$ cat src/rtl/joy_axis_arbiter.sv
`default_nettype none
// ============================================================================
// Module      : joy_axis_arbiter
// Description : Chooses which host input drives the console analog axes.
//               Sources are the analog stick, PS/2 mouse deltas accumulated
//               into a position, and digital directions ramped toward full
//               scale. All outputs are registered.
// Revision    : 1.0 - initial release
// ============================================================================
module joy_axis_arbiter #(
    parameter int STEP   = 8,
    parameter int MCLAMP = 10
) (
    input  logic        CLK,
    input  logic        RESET_N,
    input  logic [15:0] JOYA,
    input  logic [3:0]  JOYD,
    input  logic [24:0] MOUSE,
    input  logic        HALT,
    input  logic        TICK,
    output logic [7:0]  AX,
    output logic [7:0]  AY,
    output logic [1:0]  SRC,
    output logic [1:0]  MBTN
);

    typedef enum logic [1:0] {
        ST_ANALOG  = 2'd0,
        ST_MOUSE   = 2'd1,
        ST_DIGITAL = 2'd2
    } t_state;

    localparam logic signed [7:0] c_mclamp   = 8'(MCLAMP);
    localparam logic signed [9:0] c_step     = 10'(STEP);
    localparam logic signed [7:0] c_pos_full = 8'sh7F;
    localparam logic signed [7:0] c_neg_full = 8'sh81;

    t_state            r_state;
    t_state            w_state_nx;
    logic signed [7:0] r_accx;
    logic signed [7:0] r_accy;
    logic signed [7:0] w_accx_nx;
    logic signed [7:0] w_accy_nx;
    logic [7:0]        r_ax;
    logic [7:0]        r_ay;
    logic [7:0]        w_ax_nx;
    logic [7:0]        w_ay_nx;
    logic [1:0]        r_mbtn;
    logic [1:0]        w_mbtn_nx;
    logic              r_tog;
    logic              r_armed;
    logic [3:0]        r_joyd_prev;

    logic              w_anz;
    logic              w_pk;
    logic              w_rise;
    logic              w_acc_zero;
    logic signed [7:0] w_dx;
    logic signed [7:0] w_dy;
    logic signed [7:0] w_tgtx;
    logic signed [7:0] w_tgty;
    logic              w_unused_mouse;

    // Clamp a packet delta to +/-MCLAMP, add it to the accumulator in 9 bits
    // and saturate back to the 8-bit signed range.
    function automatic logic signed [7:0] f_mouse_add(
        input logic signed [7:0] acc,
        input logic signed [7:0] delta
    );
        logic signed [7:0] w_d;
        logic signed [8:0] w_sum;
        if (delta > c_mclamp) begin
            w_d = c_mclamp;
        end else if (delta < -c_mclamp) begin
            w_d = -c_mclamp;
        end else begin
            w_d = delta;
        end
        w_sum = {acc[7], acc} + {w_d[7], w_d};
        if (w_sum > 9'sd127) begin
            return 8'sh7F;
        end else if (w_sum < -9'sd128) begin
            return 8'sh80;
        end
        return w_sum[7:0];
    endfunction

    // Move the accumulator toward the target by at most STEP, landing exactly
    // on the target when it is within one step.
    function automatic logic signed [7:0] f_ramp(
        input logic signed [7:0] acc,
        input logic signed [7:0] tgt
    );
        logic signed [9:0] w_diff;
        w_diff = $signed({{2{tgt[7]}}, tgt}) - $signed({{2{acc[7]}}, acc});
        if (w_diff > c_step) begin
            return acc + c_step[7:0];
        end else if (w_diff < -c_step) begin
            return acc - c_step[7:0];
        end
        return tgt;
    endfunction

    assign w_anz      = (JOYA != 16'd0);
    // The toggle copy is refreshed during HALT, so a toggle seen then is consumed.
    assign w_pk       = r_armed && !HALT && (MOUSE[24] != r_tog);
    assign w_rise     = (r_joyd_prev == 4'd0) && (JOYD != 4'd0);
    assign w_acc_zero = (r_accx == 8'sd0) && (r_accy == 8'sd0);
    assign w_dx       = {MOUSE[4], MOUSE[15:9]};
    assign w_dy       = {MOUSE[5], MOUSE[23:17]};
    assign w_tgtx     = (JOYD[0] && !JOYD[1]) ? c_pos_full :
                        (JOYD[1] && !JOYD[0]) ? c_neg_full : 8'sd0;
    assign w_tgty     = (JOYD[2] && !JOYD[3]) ? c_pos_full :
                        (JOYD[3] && !JOYD[2]) ? c_neg_full : 8'sd0;
    assign w_unused_mouse = ^{MOUSE[3:2], MOUSE[7:6], MOUSE[8], MOUSE[16]};

    // Next state, accumulators and the values the output registers will load.
    always_comb begin
        w_state_nx = r_state;
        w_accx_nx  = r_accx;
        w_accy_nx  = r_accy;
        w_ax_nx    = 8'd0;
        w_ay_nx    = 8'd0;
        w_mbtn_nx  = 2'd0;

        if (HALT || w_anz) begin
            w_state_nx = ST_ANALOG;
            w_accx_nx  = 8'sd0;
            w_accy_nx  = 8'sd0;
        end else begin
            case (r_state)
                ST_ANALOG: begin
                    w_accx_nx = 8'sd0;
                    w_accy_nx = 8'sd0;
                    if (w_pk) begin
                        w_state_nx = ST_MOUSE;
                        w_accx_nx  = f_mouse_add(8'sd0, w_dx);
                        w_accy_nx  = f_mouse_add(8'sd0, w_dy);
                    end else if (JOYD != 4'd0) begin
                        w_state_nx = ST_DIGITAL;
                    end
                end
                ST_MOUSE: begin
                    if (w_pk) begin
                        w_accx_nx = f_mouse_add(r_accx, w_dx);
                        w_accy_nx = f_mouse_add(r_accy, w_dy);
                    end else if (w_rise) begin
                        w_state_nx = ST_DIGITAL;
                        w_accx_nx  = 8'sd0;
                        w_accy_nx  = 8'sd0;
                    end
                end
                ST_DIGITAL: begin
                    // A packet wins over a coincident ramp tick.
                    if (w_pk) begin
                        w_state_nx = ST_MOUSE;
                        w_accx_nx  = f_mouse_add(8'sd0, w_dx);
                        w_accy_nx  = f_mouse_add(8'sd0, w_dy);
                    end else if ((JOYD == 4'd0) && w_acc_zero) begin
                        w_state_nx = ST_ANALOG;
                    end else if (TICK) begin
                        w_accx_nx = f_ramp(r_accx, w_tgtx);
                        w_accy_nx = f_ramp(r_accy, w_tgty);
                    end
                end
                default: begin
                    w_state_nx = ST_ANALOG;
                    w_accx_nx  = 8'sd0;
                    w_accy_nx  = 8'sd0;
                end
            endcase
        end

        if (w_state_nx == ST_ANALOG) begin
            w_ax_nx = JOYA[7:0];
            w_ay_nx = JOYA[15:8];
        end else begin
            w_ax_nx = w_accx_nx;
            w_ay_nx = w_accy_nx;
        end
        if (w_state_nx == ST_MOUSE) begin
            w_mbtn_nx = MOUSE[1:0];
        end
    end

    // State, accumulators, outputs and toggle tracking registers.
    always_ff @(posedge CLK or negedge RESET_N) begin
        if (!RESET_N) begin
            r_state     <= ST_ANALOG;
            r_accx      <= 8'sd0;
            r_accy      <= 8'sd0;
            r_ax        <= 8'd0;
            r_ay        <= 8'd0;
            r_mbtn      <= 2'd0;
            r_tog       <= 1'b0;
            r_armed     <= 1'b0;
            r_joyd_prev <= 4'd0;
        end else begin
            r_state     <= w_state_nx;
            r_accx      <= w_accx_nx;
            r_accy      <= w_accy_nx;
            r_ax        <= w_ax_nx;
            r_ay        <= w_ay_nx;
            r_mbtn      <= w_mbtn_nx;
            r_tog       <= MOUSE[24];
            r_armed     <= 1'b1;
            r_joyd_prev <= JOYD;
        end
    end

    assign AX   = r_ax;
    assign AY   = r_ay;
    assign SRC  = r_state;
    assign MBTN = r_mbtn;

endmodule
`default_nettype wire

$ cat config.mk
export PLATFORM = sky130hd
export DESIGN_NAME = joy_axis_arbiter
export DESIGN_NICKNAME = d
export VERILOG_FILES = /design/src/rtl/joy_axis_arbiter.sv
export SDC_FILE = /design/constraint.sdc
export NUM_CORES = 1
export LEC_CHECK = 0
export BUFFER_PORTS_ARGS = -buffer_cell sky130_fd_sc_hd__clkbuf_2
export CAP_MARGIN = 20
export CORE_ASPECT_RATIO = 1.2
export CORE_MARGIN = 3
export CORE_UTILIZATION = 46
export DETAILED_ROUTE_END_ITERATION = 10
export PLACE_DENSITY = 0.73
export SYNTH_ARGS = -nofsm -noshare
export SYNTH_HDL_FRONTEND = slang
export SYNTH_SLANG_ARGS = --single-unit
export TNS_END_PERCENT = 30
$ cat constraint.sdc
create_clock -name CLK -period 6.2 [get_ports CLK]
set_input_delay 0.62 -clock CLK [delete_from_list [all_inputs] [get_ports CLK]]
set_output_delay 0.62 -clock CLK [all_outputs]
set_load 0.02 [all_outputs]
==> run_results.csv, run 1 <==
group,metric,value,unit
routing,wl_per_cell,18.0,um
sta,fin_crit_sh,0.719,
synthesis,synth-edff-count,0,
floorplanning,start_util,0.474,
power,comb_power_share,0.314,
cells_and_area,final_util,0.531,
routing,drt_iter0_markers,388,
clock_network,cts_hold_buf,0,
worst_setup_path,path_class,"in2reg",
place,dp_hpwl,11500,um
power,swShare,0.326,
power,seq_power_share,0.367,
worst_setup_path,critical_path.max_fanout,11,
synthesis,async_flop_share,1.00,
clock_network,post_cts_resized,0,
clock_network,post_cts_buffers,0,
synthesis,synth-main-ff-cell,"dfrtp_1",
cells_and_area,area_delta_synth_final,12.1,%
power,pwr-share-clk,0.319,
global_routing,grt_max_degree,43,
outcome,status,"complete, no violations",
sta,hold_ws,407,ps
worst_setup_path,path_buf_inv,2,
floorplanning,die_y,118,um
routing,routed_wl,14300,um
clock_network,cts_root_buf,"clkbuf_16",
floorplanning,die_x,99.2,um
synthesis,synth_cells,606,
worst_setup_path,max_stage_delay,940,ps
global_routing,grt_first_pass_wirelength,23200,um
cells_and_area,drive_above_1_share,0.156,
sta,hold_viol_final,0,
synthesis,yosysWarnings,0,
synthesis,synth_area,4790,um^2
worst_setup_path,crit_path_top_delay_cell,"a2111oi_0",
sta,tightest_slew,1020,ps
cells_and_area,fillCellCount,977,
cells_and_area,final_nets,767,
sta,fin_crit,4460,ps
hold_path,worstHoldPathType,"in2async",
power,max-vdd-ir-drop,0.0868,mV
clock_network,clk_pin_slew,60,ps
sta,max-slew-margin-rel,0.305,
routing,remaining_drc_errors,0,
floorplanning,dieArea,11700,um^2
sta,layout_setup_ws,1740,ps
worst_setup_path,worstSetupStartpoint,"MOUSE[11]",
synthesis,ys_seq_elements,42,
synthesis,synth_area_per_cell,7.91,um^2
run,maxCapViolCount,0,
worst_setup_path,critical-path-top-delay-family,"compound AO/OA/AOI/OAI gates",
synthesis,seq_area_frac_synth,0.219,
sta,setup_viol_count_final,0,
global_routing,grt_overflow,0,
synthesis,ys_types,79,
cells_and_area,post-route-cell-area,5370,um^2
power,p_int,522,uW
sta,setup_tns,0,ps
global_routing,grt_usage,0.243,
floorplanning,rows,40,
power,static-leakage-power,0.00244,uW
routing,vias_per_cell,6.20,
global_routing,first_global_vias,4706,
sta,rsz0062_at_grt,"no",
worst_setup_path,crit_chain,"clkbuf_2 -> a21o_1 -> a2111oi_0 -> nor2_1 -> nor3_1 -> inv_1 -> ha_1 -> a211oi_2 -> o211ai_1 -> a2111oi_0 -> a211oi_1 -> o21ai_0 -> o311ai_0 -> nand2_1 -> o21bai_1",
routing,drt.antenna.violating_nets,0,
clock_network,cts.sinks,42,
floorplanning,fp.coreArea,10100,um^2
power,switchingPower,253,uW
worst_setup_path,critPathRequiredTime,6370,ps
worst_setup_path,crit_path_start_kind,"input port",
clock_network,clk_latency,280,ps
clock_network,cts_tree,"yes",
cells_and_area,antenna_cells,0,
place,placed_area,5240,um^2
routing,dr_total_vias,4914,
worst_setup_path,cp.arrival,4620,ps
worst_setup_path,end_kind,"flip-flop",
clock_network,clockBufferDepth,2,
place,place_ws,1550,ps
synthesis,syn_nets,707,
power,power.density,144,nW/um^2
floorplanning,ios,69,
sta,drv_slew,0,
sta,fin_worst_skew,4.99,ps
place,gp_congestion,0.916,
clock_network,cts_made_buffers,5,
routing,dr.pass1.iters,5,
worst_setup_path,critPathMostFrequentCell,"a2111oi_0",
clock_network,htreeDepth,2,
place,port_buffers,62,
worst_setup_path,rr_startpoint,"r_accy[0]",
sta,max_freq,224,MHz
global_routing,antenna_found_initial,0,
## layout by cell type (no fill, tap or decap), types with 7 or more instances in the layout
master / n
dfrtp_1: 42
a21o_1: 18
nand2_1: 36
ha_1: 46
nor2_1: 64
and3_1: 8
nor4_1: 8
nor2b_1: 8
o21ai_0: 43
nand3_1: 10
xor2_1: 9
a21oi_1: 59
nor3_1: 9
nand2b_1: 11
clkbuf_2: 62
a211oi_1: 14
o211ai_1: 9
xnor2_1: 11
inv_1: 50
o21bai_1: 10
a31oi_1: 7
## flip-flops by register name, indices dropped and copies added, names as in the netlist
name and cells:
r_joyd_prev 4, AX 8, r_accx 8, AY 8, r_tog 1, MBTN 2, r_accy 8, r_armed 1
SRC 2
## routing by layer
| metal | track usage | share of wire |
|---|---|---|
| met2 | 0.421 | 0.50 |
| met3 | 0.0302 | 0.051 |
| met5 | 0 | 0 |
| met4 | 0.0956 | 0.037 |
| met1 | 0.304 | 0.41 |
## stage by stage
stage,total power (uW),instances
after detailed placement,528,785
final,775,792
after floorplan,459,606
after global placement,521,785
after CTS,777,792
after global routing,819,792
## cell type report
type,count,area [um^2],area share
Multi-Input combinational cell,501,3500,0.652
Sequential cell,42,1050,0.196
Timing Repair Buffer,66,340,0.0633
Inverter,50,188,0.0349
Tap cell,126,158,0.0293
Clock buffer,7,133,0.0247
## worst paths after layout
kind                             endpoint  slack [ps]  cells past startpoint
hold reg to reg                 r_accy[2]         670                      2
max in group asynchronous           AY[3]        5410                      2
hold / removal             r_joyd_prev[3]         410                      2
setup reg to reg                    AY[7]        2240                     14
setup / recovery                    AX[4]        1740                     15
min in group CLK                    r_tog         470                      1
## cells in the mapped netlist, types with 7 or more instances
master,n,area (um^2)
dfrtp_1,42,1050
ha_1,46,576
nor2b_1,8,50.1
xnor2_1,11,96.3
o21bai_1,10,75.1
xor2_1,9,78.8
nor4_1,8,50.1
nand3_1,10,50.1
a21o_1,18,135
a211oi_1,14,105
nor3_1,9,45.0
nand2b_1,11,68.8
nor2_1,64,240
a21oi_1,59,295
a31oi_1,7,43.8
nand2_1,36,135
clkbuf_1,12,45.0
and3_1,8,50.1
o211ai_1,9,67.6
o21ai_0,43,215
inv_1,50,188
## kinds of logic (layout without fill, tap and decap cells)
kind of cell,Yosys count,count (layout),synth area share
other cells,1,1,0.000782
xor+xnor,20,20,0.0365
flops,42,42,0.219
fa+ha+maj,52,52,0.145
mux,4,4,0.00861
compound gates,231,231,0.335
buf+inv,63,123,0.0501
simple gates,193,193,0.205
## power by group through the flow
stage               registers (uW)  clock network [uW]  logic, uW
global route                   285                 266        269
finish                         284                 247        243
floorplan                      297                   0        162
CTS                            284                 253        241
global placement               289                   0        232
detailed placement             289                   0        239
(Power assumes the default switching activity.)
==> inputs of run 2 (changes only) <==
--- a/config.mk
+++ b/config.mk
@@ -11,7 +11,7 @@
 export CORE_MARGIN = 3
 export CORE_UTILIZATION = 46
 export DETAILED_ROUTE_END_ITERATION = 10
-export PLACE_DENSITY = 0.73
+export PLACE_DENSITY = 0.76
 export SYNTH_ARGS = -nofsm -noshare
 export SYNTH_HDL_FRONTEND = slang
 export SYNTH_SLANG_ARGS = --single-unit
==> constraint.sdc (replaced) <==
create_clock -name CLK -period 3.8 [get_ports CLK]
set_input_delay 0.38 -clock CLK [delete_from_list [all_inputs] [get_ports CLK]]
set_output_delay 0.38 -clock CLK [all_outputs]
set_load 0.02 [all_outputs]
==> run 2 against run 1 <==
Effect of this change: register-to-register slack worse by 2100 ps; global-route usage up 1.8 points; worst setup slack worse by 1600 ps; total power up 80%; cell count up 11%; critical path depth up 4; highest routed layer unchanged.
==> run_results.csv, run 2 (synthesis gave the netlist of run 1 again) <==
group,metric,value,unit
outcome,status,"complete, no violations",
routing,drt_iter0_markers,407,
run,maxCapViolCount,0,
clock_network,cts_made_buffers,5,
routing,remaining_drc_errors,0,
routing,dr.pass1.iters,7,
clock_network,cts_tree,"yes",
worst_setup_path,crit_path_start_kind,"input port",
power,power.density,227,nW/um^2
sta,setup_viol_count_final,0,
sta,drv_slew,0,
clock_network,clockBufferDepth,2,
routing,routed_wl,15600,um
clock_network,htreeDepth,2,
worst_setup_path,end_kind,"flip-flop",
sta,rsz0062_at_grt,"yes",
clock_network,clk_latency,290,ps
sta,fin_crit,3650,ps
place,gp_congestion,0.915,
cells_and_area,drive_above_1_share,0.277,
floorplanning,ios,69,
routing,dr_total_vias,5343,
place,place_ws,-293,ps
hold_path,worstHoldPathType,"in2async",
cells_and_area,final_util,0.609,
worst_setup_path,critPathRequiredTime,4010,ps
routing,drt.antenna.violating_nets,0,
sta,fin_crit_sh,0.962,
routing,wl_per_cell,17.7,um
floorplanning,rows,40,
worst_setup_path,critical_path.max_fanout,4,
cells_and_area,mostFrequentLayoutCell,"buf_4",
place,port_buffers,62,
floorplanning,die_x,99.2,um
global_routing,grt_usage,0.261,
sta,setup_tns,0,ps
worst_setup_path,crit_path_top_delay_cell,"fa_2",
cells_and_area,final_cell_mix,"buf_4 (94), nor2_1 (64), clkbuf_2 (62)",
worst_setup_path,cp.arrival,3860,ps
place,dp_hpwl,12600,um
sta,fin_worst_skew,8.07,ps
sta,tightest_slew,871,ps
global_routing,grt_max_degree,43,
sta,max-slew-margin-rel,0.413,
sta,hold_viol_final,0,
worst_setup_path,crit_chain,"clkbuf_2 -> inv_1 -> ha_1 -> inv_1 -> ha_1 -> fa_2 -> nand2b_4 -> a211oi_2 -> o21a_1 -> buf_4 -> o22a_1 -> o21ai_4 -> fa_2 -> a21o_1 -> a21oi_2 -> xnor2_2 -> a211oi_1 -> a311o_1 -> a31oi_1",
clock_network,cts_root_buf,"clkbuf_16",
worst_setup_path,path_class,"in2reg",
routing,vias_per_cell,6.05,
sta,max_freq,274,MHz
sta,layout_setup_ws,146,ps
worst_setup_path,max_stage_delay,350,ps
clock_network,clk_pin_slew,60,ps
cells_and_area,antenna_cells,0,
power,max-vdd-ir-drop,0.173,mV
floorplanning,dieArea,11700,um^2
clock_network,cts.sinks,42,
worst_setup_path,r2r_slack,190,ps
global_routing,grt_first_pass_wirelength,25000,um
power,static-leakage-power,0.00291,uW
global_routing,antenna_found_initial,0,
cells_and_area,area_delta_synth_final,28.3,%
floorplanning,start_util,0.474,
global_routing,grt_overflow,0,
floorplanning,die_y,118,um
cells_and_area,final_nets,857,
sta,hold_ws,165,ps
power,power,1400,uW
floorplanning,fp.coreArea,10100,um^2
global_routing,first_global_vias,5275,
-- run 2: metal layers --
metal / global-route usage / vias to the layer above / share of wire
met4: 0.104 / 0 / 0.043
met2: 0.476 / 208 / 0.52
met1: 0.304 / 2521 / 0.38
met3: 0.0326 / 60 / 0.058
met5: 0 / - / 0
li1: - / 2554 / -
-- run 2: cell type report --
class | instances | area, um^2
inverter | 50 | 188
fill | 903 | 3960
clock inverter | 1 | 5.00
tap | 126 | 158
clock buffer | 7 | 143
timing repair buffer | 156 | 1020
sequential | 42 | 1050
multi-input combinational | 501 | 3590
-- run 2: what timing repair did --
action / 4_1_cts / 5_1_grt
setup buffers: 0 / 1
endpoints found under the setup margin: 0 / 11
hold buffers: 0 / 0
resized for setup: 0 / 16
-- run 2: worst paths after layout --
path	start	to	cells past startpoint
setup / recovery	JOYD[2]	AY[7]	19
setup reg to reg	r_accy[1]	AY[7]	15
min in group CLK	MOUSE[24]	r_tog	1
hold / removal	RESET_N	AX[4]	2
max in group asynchronous	RESET_N	MBTN[1]	2
hold reg to reg	r_accx[2]	r_accx[2]	2
-- run 2: metrics by stage --
stage	area, um^2	cells
2_1_floorplan	4800	606
3_3_place_gp	5910	874
3_5_place_dp	5910	874
4_1_cts	6060	882
5_1_grt	6150	883
6_report	6150	883
-- run 2: worst max-delay path: cells and delay by family --
kind | cells | cell delay, ps
AOI/OAI and AO/OA | 9 | 1680
xor gates and xnor gates | 1 | 150
adders and majority gates | 4 | 1170
buffers and inverters | 4 | 330
and+or+nand+nor | 1 | 150
-- run 2: power breakdown --
group	internal, uW	switching, uW	total [uW]
sequential	460	4.19	464
clock	261	177	438
combinational	220	275	494
